===== config.mk =====
export PLATFORM = sky130hd
export DESIGN_NAME = death_sequencer
export DESIGN_NICKNAME = d
export VERILOG_FILES = /design/src/rtl/death_sequencer.sv
export SDC_FILE = /design/constraint.sdc
export NUM_CORES = 1
export LEC_CHECK = 0
export BUFFER_PORTS_ARGS = -buffer_cell sky130_fd_sc_hd__buf_2
export CAP_MARGIN = 10
export CORE_MARGIN = 5
export CORE_UTILIZATION = 51
export DETAILED_ROUTE_END_ITERATION = 12
export PLACE_DENSITY_LB_ADDON = 0.1
export SLEW_MARGIN = 20
export SYNTH_ARGS = -nofsm -noshare
export SYNTH_HDL_FRONTEND = slang
export SYNTH_SLANG_ARGS = --single-unit

===== constraint.sdc =====
create_clock -name clk -period 2.3 [get_ports clk]
set_input_delay 0.23 -clock clk [delete_from_list [all_inputs] [get_ports clk]]
set_output_delay 0.23 -clock clk [all_outputs]
set_load 0.1 [all_outputs]

===== src/rtl/death_sequencer.sv =====
// Death/respawn sequencer: one blast-zone channel per player, both channels
// stepped by the shared frame_tick and cleared whenever game_active is low.

module death_seq_channel #(
  parameter logic [9:0]  X_MIN          = 10'd8,
  parameter logic [9:0]  X_MAX          = 10'd631,
  parameter logic [9:0]  Y_MAX          = 10'd471,
  parameter int unsigned RESPAWN_FRAMES = 120,
  parameter int unsigned INVULN_FRAMES  = 90,
  parameter int unsigned CW             = 8
) (
  input  logic       clk,
  input  logic       reset_n,
  input  logic       frame_tick_i,
  input  logic       game_active_i,
  input  logic [9:0] pos_x_i,
  input  logic [9:0] pos_y_i,
  output logic       death_o,
  output logic       respawn_o,
  output logic       hidden_o,
  output logic       invuln_o
);

  typedef enum logic [2:0] {
    ST_ALIVE  = 3'd0,
    ST_DEAD   = 3'd1,
    ST_WAIT   = 3'd2,
    ST_SPAWN  = 3'd3,
    ST_INVULN = 3'd4
  } state_e;

  // A zero respawn delay still needs one frame in WAIT.
  localparam logic [CW-1:0] RESP_LOAD  = (RESPAWN_FRAMES == 0) ? CW'(1) : CW'(RESPAWN_FRAMES);
  localparam logic [CW-1:0] INV_LOAD   = CW'(INVULN_FRAMES);
  localparam logic [CW-1:0] CNT_ONE    = CW'(1);
  localparam logic          HAS_INVULN = (INVULN_FRAMES != 0);

  state_e        state_q, state_d;
  logic [CW-1:0] cnt_q, cnt_d;
  logic          death_q, respawn_q, hidden_q, invuln_q;
  logic          oob_s;

  assign oob_s = (pos_x_i < X_MIN) || (pos_x_i > X_MAX) || (pos_y_i > Y_MAX);

  // State and frame counter registers.
  always_ff @(posedge clk or negedge reset_n) begin
    if (!reset_n) begin
      state_q <= ST_ALIVE;
      cnt_q   <= '0;
    end else begin
      state_q <= state_d;
      cnt_q   <= cnt_d;
    end
  end

  // Next-state and counter update.
  always_comb begin
    state_d = state_q;
    cnt_d   = cnt_q;
    if (!game_active_i) begin
      state_d = ST_ALIVE;
      cnt_d   = '0;
    end else begin
      case (state_q)
        ST_ALIVE: begin
          if (frame_tick_i && oob_s) begin
            state_d = ST_DEAD;
          end else begin
            state_d = ST_ALIVE;
          end
        end
        ST_DEAD: begin
          state_d = ST_WAIT;
          cnt_d   = RESP_LOAD;
        end
        ST_WAIT: begin
          if (frame_tick_i) begin
            if (cnt_q == CNT_ONE) begin
              state_d = ST_SPAWN;
              cnt_d   = '0;
            end else begin
              cnt_d = cnt_q - CNT_ONE;
            end
          end else begin
            cnt_d = cnt_q;
          end
        end
        ST_SPAWN: begin
          if (HAS_INVULN) begin
            state_d = ST_INVULN;
            cnt_d   = INV_LOAD;
          end else begin
            state_d = ST_ALIVE;
            cnt_d   = '0;
          end
        end
        ST_INVULN: begin
          if (frame_tick_i) begin
            if (cnt_q == CNT_ONE) begin
              state_d = ST_ALIVE;
              cnt_d   = '0;
            end else begin
              cnt_d = cnt_q - CNT_ONE;
            end
          end else begin
            cnt_d = cnt_q;
          end
        end
        default: begin
          state_d = ST_ALIVE;
          cnt_d   = '0;
        end
      endcase
    end
  end

  // Outputs decode the current state one cycle late; forced quiet while the game is stopped.
  always_ff @(posedge clk or negedge reset_n) begin
    if (!reset_n) begin
      death_q   <= 1'b0;
      respawn_q <= 1'b0;
      hidden_q  <= 1'b0;
      invuln_q  <= 1'b0;
    end else if (!game_active_i) begin
      death_q   <= 1'b0;
      respawn_q <= 1'b0;
      hidden_q  <= 1'b0;
      invuln_q  <= 1'b0;
    end else begin
      death_q   <= (state_q == ST_DEAD);
      respawn_q <= (state_q == ST_SPAWN);
      hidden_q  <= (state_q == ST_DEAD) || (state_q == ST_WAIT) || (state_q == ST_SPAWN);
      invuln_q  <= (state_q == ST_INVULN);
    end
  end

  assign death_o   = death_q;
  assign respawn_o = respawn_q;
  assign hidden_o  = hidden_q;
  assign invuln_o  = invuln_q;

endmodule

module death_sequencer #(
  parameter logic [9:0]  X_MIN          = 10'd8,
  parameter logic [9:0]  X_MAX          = 10'd631,
  parameter logic [9:0]  Y_MAX          = 10'd471,
  parameter int unsigned RESPAWN_FRAMES = 120,
  parameter int unsigned INVULN_FRAMES  = 90,
  parameter int unsigned CW             = 8
) (
  input  logic       clk,
  input  logic       reset_n,
  input  logic       frame_tick,
  input  logic       game_active,
  input  logic [9:0] c1x,
  input  logic [9:0] c1y,
  input  logic [9:0] c2x,
  input  logic [9:0] c2y,
  output logic       death_1,
  output logic       death_2,
  output logic       respawn_1,
  output logic       respawn_2,
  output logic       hidden_1,
  output logic       hidden_2,
  output logic       invuln_1,
  output logic       invuln_2
);

  death_seq_channel #(
    .X_MIN(X_MIN), .X_MAX(X_MAX), .Y_MAX(Y_MAX),
    .RESPAWN_FRAMES(RESPAWN_FRAMES), .INVULN_FRAMES(INVULN_FRAMES), .CW(CW)
  ) u_ch1 (
    .clk(clk), .reset_n(reset_n), .frame_tick_i(frame_tick), .game_active_i(game_active),
    .pos_x_i(c1x), .pos_y_i(c1y),
    .death_o(death_1), .respawn_o(respawn_1), .hidden_o(hidden_1), .invuln_o(invuln_1)
  );

  death_seq_channel #(
    .X_MIN(X_MIN), .X_MAX(X_MAX), .Y_MAX(Y_MAX),
    .RESPAWN_FRAMES(RESPAWN_FRAMES), .INVULN_FRAMES(INVULN_FRAMES), .CW(CW)
  ) u_ch2 (
    .clk(clk), .reset_n(reset_n), .frame_tick_i(frame_tick), .game_active_i(game_active),
    .pos_x_i(c2x), .pos_y_i(c2y),
    .death_o(death_2), .respawn_o(respawn_2), .hidden_o(hidden_2), .invuln_o(invuln_2)
  );

endmodule


==> insert_results.sql, run 1 <==
INSERT INTO impl_metrics (metric_group, metric, value, unit) VALUES
('flow_run', 'max_cap_viols', '0', ''),
('synth', 'area_fraction_of_the_dominant_cell_type_after_synthesis', '0.429', ''),
('synth', 'yosys.cell_count.top_type', 'dfrtp_1', ''),
('hold_path', 'worst_hold_path_type', 'in2reg', ''),
('power_and_ir_drop', 'share_comb_of_total_power', '0.286', ''),
('final_layout', 'final_net_count', '286', ''),
('hold_path', 'hold_path_end', 'u_ch1.state_q[0]', ''),
('clocking', 'cts.repair_timing.setup_buffer_count', '0', ''),
('die', 'effective_utilization_at_floorplan', '0.524', ''),
('synth', 'synth.lib_cells_used.distinct', '49', ''),
('die', 'io_pins', '52', ''),
('detailed_routing', 'average_wire_length_per_cell_after_detail_routing', '14.3', 'um'),
('synth', 'postSynthNetCount', '244', ''),
('final_layout', 'regArea', '751', 'um^2'),
('synth', 'avgSynthCellArea', '8.92', 'um^2'),
('grt', 'global_route_total_overflow', '0', ''),
('critical_path', 'reg2regPathDepth', '6', ''),
('run_status', 'status', 'complete, no violations', ''),
('clocking', 'numCtsBuffers', '5', ''),
('critical_path', 'cpPeakStageDelay', '0.56', 'ns'),
('sta', 'maxSlewHeadroom', '0.554', ''),
('die', 'floorplan.die.width', '68.6', 'um'),
('sta', 'setup_skew', '0.0143', 'ns'),
('detailed_routing', 'antenna_left', '0', ''),
('grt', 'grt_pass1_vias', '1641', ''),
('synth', 'synth_seq_cells', '30', ''),
('placement', 'hpwlAfterDp', '3.03', 'mm'),
('power_and_ir_drop', 'powerDensity', '648', 'mW/mm^2'),
('clocking', 'clk_transition_reported_paths', '0.11', 'ns'),
('critical_path', 'worstPathCellList', 'inv_1 > ha_1 > nor3b_1 > a211oi_2 > o311ai_0 > o211ai_1', ''),
('power_and_ir_drop', 'sw_frac_of_total', '0.352', ''),
('hold_path', 'worstHoldPathCells', '3', ''),
('sta', 'timing.final.setup_violations', '0', ''),
('detailed_routing', 'via_per_inst', '5.83', ''),
('clocking', 'clock_tree_from_tritoncts', 'yes', ''),
('power_and_ir_drop', 'power.clock.fraction', '0.254', ''),
('sta', 'grt_setup_unrepaired', 'false', ''),
('grt', 'grtUsageTotal', '0.190', ''),
('sta', 'actual_transition_at_the_worst_max_transition_pin', '0.669', 'ns'),
('grt', 'grt_max_degree', '31', ''),
('synth', 'synth_area_leaders', 'dfrtp_1, a21oi_1, o21ai_0', ''),
('clocking', 'ctsHtreeMaxLevel', '2', ''),
('placement', 'post_dp_cell_area', '0.00199', 'mm^2'),
('final_layout', 'fillers', '308', ''),
('critical_path', 'r2r_setup_slack', '0.42', 'ns'),
('synth', 'synth_top_flop_cell', 'dfrtp_1', ''),
('critical_path', 'crit_path_start_kind', 'register', ''),
('power_and_ir_drop', 'vdd_drop_max', '0.000310', 'V'),
('detailed_routing', 'initialDrtViolationCount', '141', ''),
('detailed_routing', 'post-route-drc-count', '0', ''),
('synth', 'synth.cells.most_frequent', 'dfrtp_1, inv_1, nor2_1', ''),
('final_layout', 'layout-area-overhead-vs-synth', '17.7', '%'),
('final_layout', 'fin_area', '0.00206', 'mm^2'),
('power_and_ir_drop', 'p_switching', '469', 'uW'),
('synth', 'post-synth-top-area-cell', 'dfrtp_1', ''),
('final_layout', 'post_route_cells_drive_above_1_share', '0.226', ''),
('sta', 'finalMaxSlewViolations', '0', ''),
('placement', 'routabilityCongestion', '0.877', ''),
('critical_path', 'critical_path.slowest_cell', 'a211oi_2', ''),
('critical_path', 'cp.arrival', '2.13', 'ns'),
('sta', 'fin_crit_sh', '0.818', ''),
('clocking', 'cts_max_path_buffers', '2', ''),
('detailed_routing', 'drt-pass1-iter-count', '4', ''),
('synth', 'postSynth.asyncResetShare', '1.00', ''),
('sta', 'achievable-frequency', '532', 'MHz'),
('synth', 'syn_inst', '196', ''),
('critical_path', 'rr_startpoint', 'u_ch2.cnt_q[1]', ''),
('clocking', 'worstSkewPairLatency', '0.33', 'ns'),
('detailed_routing', 'dr_total_vias', '1661', ''),
('grt', 'antenna_found_initial', '0', ''),
('synth', 'synth.yosys.seq_area_share', '0.429', '');
[what timing repair did]
action / CTS / global route
endpoints found under the hold margin: 30 / 0
endpoints found under the setup margin: 0 / 0
hold buffers: 1 / 0
[metrics by stage]
step,instances,power (mW),util,worst slack [ns]
2_1_floorplan,196,0.884,-,0.587
5_1_grt,285,1.41,0.617,0.272
3_5_place_dp,276,0.999,0.596,0.473
3_3_place_gp,276,0.983,0.596,0.526
4_1_cts,285,1.33,0.617,0.426
6_report,285,1.33,0.617,0.419
[sequential cells by signal (all words and copies together) (netlist names)]
name,cells
u_ch1.cnt_q,8
u_ch2.invuln_o,1
u_ch2.death_o,1
u_ch2.cnt_q,8
u_ch1.respawn_o,1
u_ch1.death_o,1
u_ch1.invuln_o,1
u_ch2.hidden_o,1
u_ch2.state_q,3
u_ch1.hidden_o,1
u_ch1.state_q,3
u_ch2.respawn_o,1
[worst max-delay path by stage]
stage / cells past startpoint / slack (ns) / start / end
6_report: 6 / 0.42 / u_ch2.cnt_q[1] / u_ch2.cnt_q[3]
3_5_place_dp: 6 / 0.47 / u_ch1.cnt_q[1] / u_ch1.state_q[0]
3_3_place_gp: 6 / 0.53 / u_ch1.cnt_q[1] / u_ch1.state_q[0]
4_1_cts: 6 / 0.43 / u_ch1.cnt_q[1] / u_ch1.state_q[0]
5_1_grt: 6 / 0.27 / u_ch1.cnt_q[1] / u_ch1.cnt_q[3]
2_1_floorplan: 4 / 0.59 / u_ch2.cnt_q[5] / u_ch2.cnt_q[3]
[power by group through the flow]
stage	Combinational [mW]	Clock (mW)	Sequential [mW]
3_5_place_dp	0.376	0	0.623
2_1_floorplan	0.238	0	0.646
5_1_grt	0.421	0.371	0.620
6_report	0.382	0.338	0.614
3_3_place_gp	0.362	0	0.620
4_1_cts	0.380	0.342	0.612
[cell families after synthesis]
logic type	share of synthesized area
xor gates and xnor gates	0.0200
buffers and inverters	0.0486
AOI/OAI and AO/OA	0.201
adders and majority gates	0.0401
muxes	0.00572
and+or+nand+nor	0.255
DFF	0.429
[metal layers]
layer | part of all wire | global-route usage | up-vias | wire length, um
met1 | 0.46 | 0.245 | 796 | 1880
met3 | 0.066 | 0.0535 | 7 | 271
met5 | 0 | 0 | - | 0
met2 | 0.46 | 0.297 | 50 | 1880
li1 | - | - | 808 | -
met4 | 0.013 | 0.0819 | 0 | 52
[final cells by class]
type | instances | share of cell area
multi-input cells | 144 | 0.444
flip-flops and latches | 30 | 0.365
repair buffers | 42 | 0.107
well taps | 46 | 0.0280
inverters | 15 | 0.0274
clock buffers | 7 | 0.0267
clock inverters | 1 | 0.00243
[cell usage in the layout, fill, tap and decap left out, drive strengths merged, types with 6 or more instances in the layout]
master / instances
nand2b: 8
a21oi: 14
clkbuf: 7
nor2: 15
nor3: 6
dfrtp: 30
nand3: 10
o21ai: 12
buf: 41
nand2: 9
inv: 15
[tightest hold or removal path, stage by stage]
cell and delay [ns]:
buf_2 0.11, o31ai_1 0.07, a21oi_1 0.06
Note: power is estimated with default switching activity, not from simulation.
==> run 2, diff against run 1 <==
- clock period: 2.3 -> 2 ns (I/O delays scaled with it)
==> run 2 against run 1 <==
  * Die area is the same
  * Sequential share of layout area is 0.97 points lower
  * Hold slack got worse by 0.051 ns
  * Sequential power grew 14%
  * Global-route usage increased by 1.1 points
  * Core utilization is 1.7 points higher
  * Via count grew 1.6%
  * Largest power group unchanged
==> insert_results.sql, run 2 (synthesis gave the netlist of run 1 again) <==
INSERT INTO impl_metrics (metric_group, metric, value, unit) VALUES
('die', 'core_region_area', '0.00334', 'mm^2'),
('run_status', 'status', 'complete, no violations', ''),
('final_layout', 'regArea', '751', 'um^2'),
('flow_run', 'max_cap_viols', '0', ''),
('critical_path', 'timing.critical_path.required', '2.26', 'ns'),
('placement', 'post_dp_cell_area', '0.00203', 'mm^2'),
('sta', 'final_hold_viol_count', '0', ''),
('power_and_ir_drop', 'post-layout-total-power', '1.55', 'mW'),
('die', 'floorplan.die.width', '68.6', 'um'),
('critical_path', 'cp.arrival', '2.05', 'ns'),
('grt', 'antenna_found_initial', '0', ''),
('critical_path', 'worstPathCellList', 'or3_4 > or4_1 > a211o_1 > a21oi_1', ''),
('critical_path', 'timing.setup.critical_path_class', 'reg2reg', ''),
('critical_path', 'crit_path_end_kind', 'register', ''),
('placement', 'hpwlAfterDp', '3.03', 'mm'),
('clocking', 'clock_tree_from_tritoncts', 'yes', ''),
('grt', 'global_route_total_overflow', '0', ''),
('sta', 'actual_transition_at_the_worst_max_transition_pin', '0.657', 'ns'),
('grt', 'grt_pass1_vias', '1626', ''),
('detailed_routing', 'initialDrtViolationCount', '151', ''),
('detailed_routing', 'antenna_left', '0', ''),
('sta', 'maxSlewHeadroom', '0.562', ''),
('critical_path', 'crit_path_start_kind', 'register', ''),
('power_and_ir_drop', 'vdd_drop_max', '0.000467', 'V'),
('final_layout', 'post_route_cells_drive_above_1_share', '0.250', ''),
('final_layout', 'layout-area-overhead-vs-synth', '20.9', '%'),
('placement', 'routabilityCongestion', '0.883', ''),
('detailed_routing', 'dr_total_vias', '1688', ''),
('power_and_ir_drop', 'power.leakage', '1.00', 'nW'),
('placement', 'numPortBuffers', '39', ''),
('critical_path', 'rr_startpoint', 'u_ch1.cnt_q[4]', ''),
('grt', 'grtUsageTotal', '0.201', ''),
('final_layout', 'fin_area', '0.00211', 'mm^2'),
('grt', 'grt_max_degree', '31', ''),
('detailed_routing', 'average_wire_length_per_cell_after_detail_routing', '14.1', 'um'),
('critical_path', 'critical_path_buf_inv_count', '0', ''),
('critical_path', 'critical_path.slowest_cell', 'or4_1', ''),
('final_layout', 'multiInputGateArea', '932', 'um^2'),
('clocking', 'clk_transition_reported_paths', '0.09', 'ns'),
('detailed_routing', 'drt-pass1-iter-count', '4', ''),
('power_and_ir_drop', 'powerDensity', '732', 'mW/mm^2'),
('final_layout', 'reg_top3', 'u_ch1.cnt_q (8), u_ch2.cnt_q (8)', ''),
('detailed_routing', 'route.final.wire_length', '4.09', 'mm'),
('clocking', 'clock_sink_count', '30', ''),
('sta', 'fin_crit_sh', '0.894', ''),
('final_layout', 'mostFrequentLayoutCells', 'buf_2, dfrtp_1, inv_1, nor2_1, a21oi_1', ''),
('die', 'effective_utilization_at_floorplan', '0.524', ''),
('clocking', 'worstSkewPairLatency', '0.33', 'ns'),
('sta', 'setup-tns-final', '0', 'ns'),
('sta', 'timing.final.setup_violations', '0', ''),
('grt', 'grt_first_pass_wirelength', '7.17', 'mm'),
('hold_path', 'holdCritStartpoint', 'c1x[9]', ''),
('die', 'chipHeight', '68.6', 'um'),
('final_layout', 'layout.cells.most_common', 'buf_2', ''),
('die', 'num_rows', '21', ''),
('clocking', 'cts_max_path_buffers', '2', ''),
('final_layout', 'final_net_count', '291', ''),
('clocking', 'ctsRootBufferMaster', 'clkbuf_4', ''),
('sta', 'finalMaxSlewViolations', '0', ''),
('critical_path', 'cpPeakStageDelay', '0.51', 'ns'),
('sta', 'achievable-frequency', '559', 'MHz'),
('final_layout', 'antenna_cells_inserted', '0', ''),
('detailed_routing', 'post-route-drc-count', '0', ''),
('critical_path', 'r2r_setup_slack', '0.21', 'ns'),
('final_layout', 'fillers', '302', ''),
('sta', 'grt_setup_unrepaired', 'false', ''),
('die', 'io_pins', '52', ''),
('detailed_routing', 'via_per_inst', '5.82', ''),
('critical_path', 'critical-path-top-delay-family', 'simple AND/OR/NAND/NOR gates', ''),
('clocking', 'numCtsBuffers', '5', ''),
('sta', 'fin_crit', '1.79', 'ns'),
('die', 'fp.dieArea', '0.00470', 'mm^2'),
('hold_path', 'worst_hold_path_type', 'in2reg', ''),
('clocking', 'ctsHtreeMaxLevel', '2', ''),
('sta', 'setup_skew', '0.00722', 'ns'),
('critical_path', 'cp_max_fo', '4', ''),
('critical_path', 'critical_path_startpoint', 'u_ch1.cnt_q[4]', ''),
('final_layout', 'fin_util', '0.634', '');
==> run 2: routing by layer <==
layer  part of all wire  GRT usage  vias to the layer above  wire length [um]
li1                   -          -                      818                 -
met1               0.47      0.279                      812              1930
met2               0.46      0.305                       52              1880
met3              0.056     0.0502                        6               229
met4              0.013     0.0670                        0                52
met5                  0          0                        -                 0
==> run 2: per-stage QoR <==
| stage | setup WS, ns | hold slack (ns) | cells |
|---|---|---|---|
| 3_3_place_gp | 0.196 | 0.265 | 281 |
| 4_1_cts | 0.0686 | 0.108 | 290 |
| 6_report | 0.212 | 0.119 | 290 |
| 5_1_grt | 0.121 | 0.114 | 290 |
| 2_1_floorplan | 0.287 | -0.0956 | 196 |
| 3_5_place_dp | 0.0980 | 0.275 | 281 |
==> run 2: cell type report <==
type                       count  area share
multi-input combinational    144       0.441
sequential                    30       0.355
timing repair buffer          47       0.122
tap                           46      0.0272
inverter                      15      0.0266
clock buffer                   7      0.0260
clock inverter                 1     0.00237
==> run 2: path summary, 6_finish.rpt <==
check | to | cells after the start
setup / recovery | u_ch1.cnt_q[6] | 4
hold / removal | u_ch1.state_q[0] | 3
setup reg to reg | u_ch1.cnt_q[6] | 4
hold reg to reg | u_ch1.cnt_q[5] | 2
max in group asynchronous | u_ch1.state_q[0] | 2
min in group asynchronous | u_ch1.cnt_q[7] | 2
==> run 2: worst register-to-register path: stages (launching register included) <==
cell	delay [ns]
dfrtp_1	0.42
or3_4	0.41
or4_1	0.51
a211o_1	0.26
a21oi_1	0.12
==> run 2: power by group <==
| part | leakage [nW] | switching (mW) | internal [mW] | total, mW |
|---|---|---|---|---|
| Clock | 0.0353 | 0.214 | 0.170 | 0.384 |
| Combinational | 0.553 | 0.278 | 0.186 | 0.464 |
| Sequential | 0.411 | 0.0499 | 0.651 | 0.701 |
| Total | 1.00 | 0.542 | 1.01 | 1.55 |
==> run 2: what timing repair did <==
action,in CTS,in global routing
hold buffers,1,0
hold endpoints to repair,30,0
gates resized for setup,0,3
setup buffers,0,0
endpoints found under the setup margin,0,4
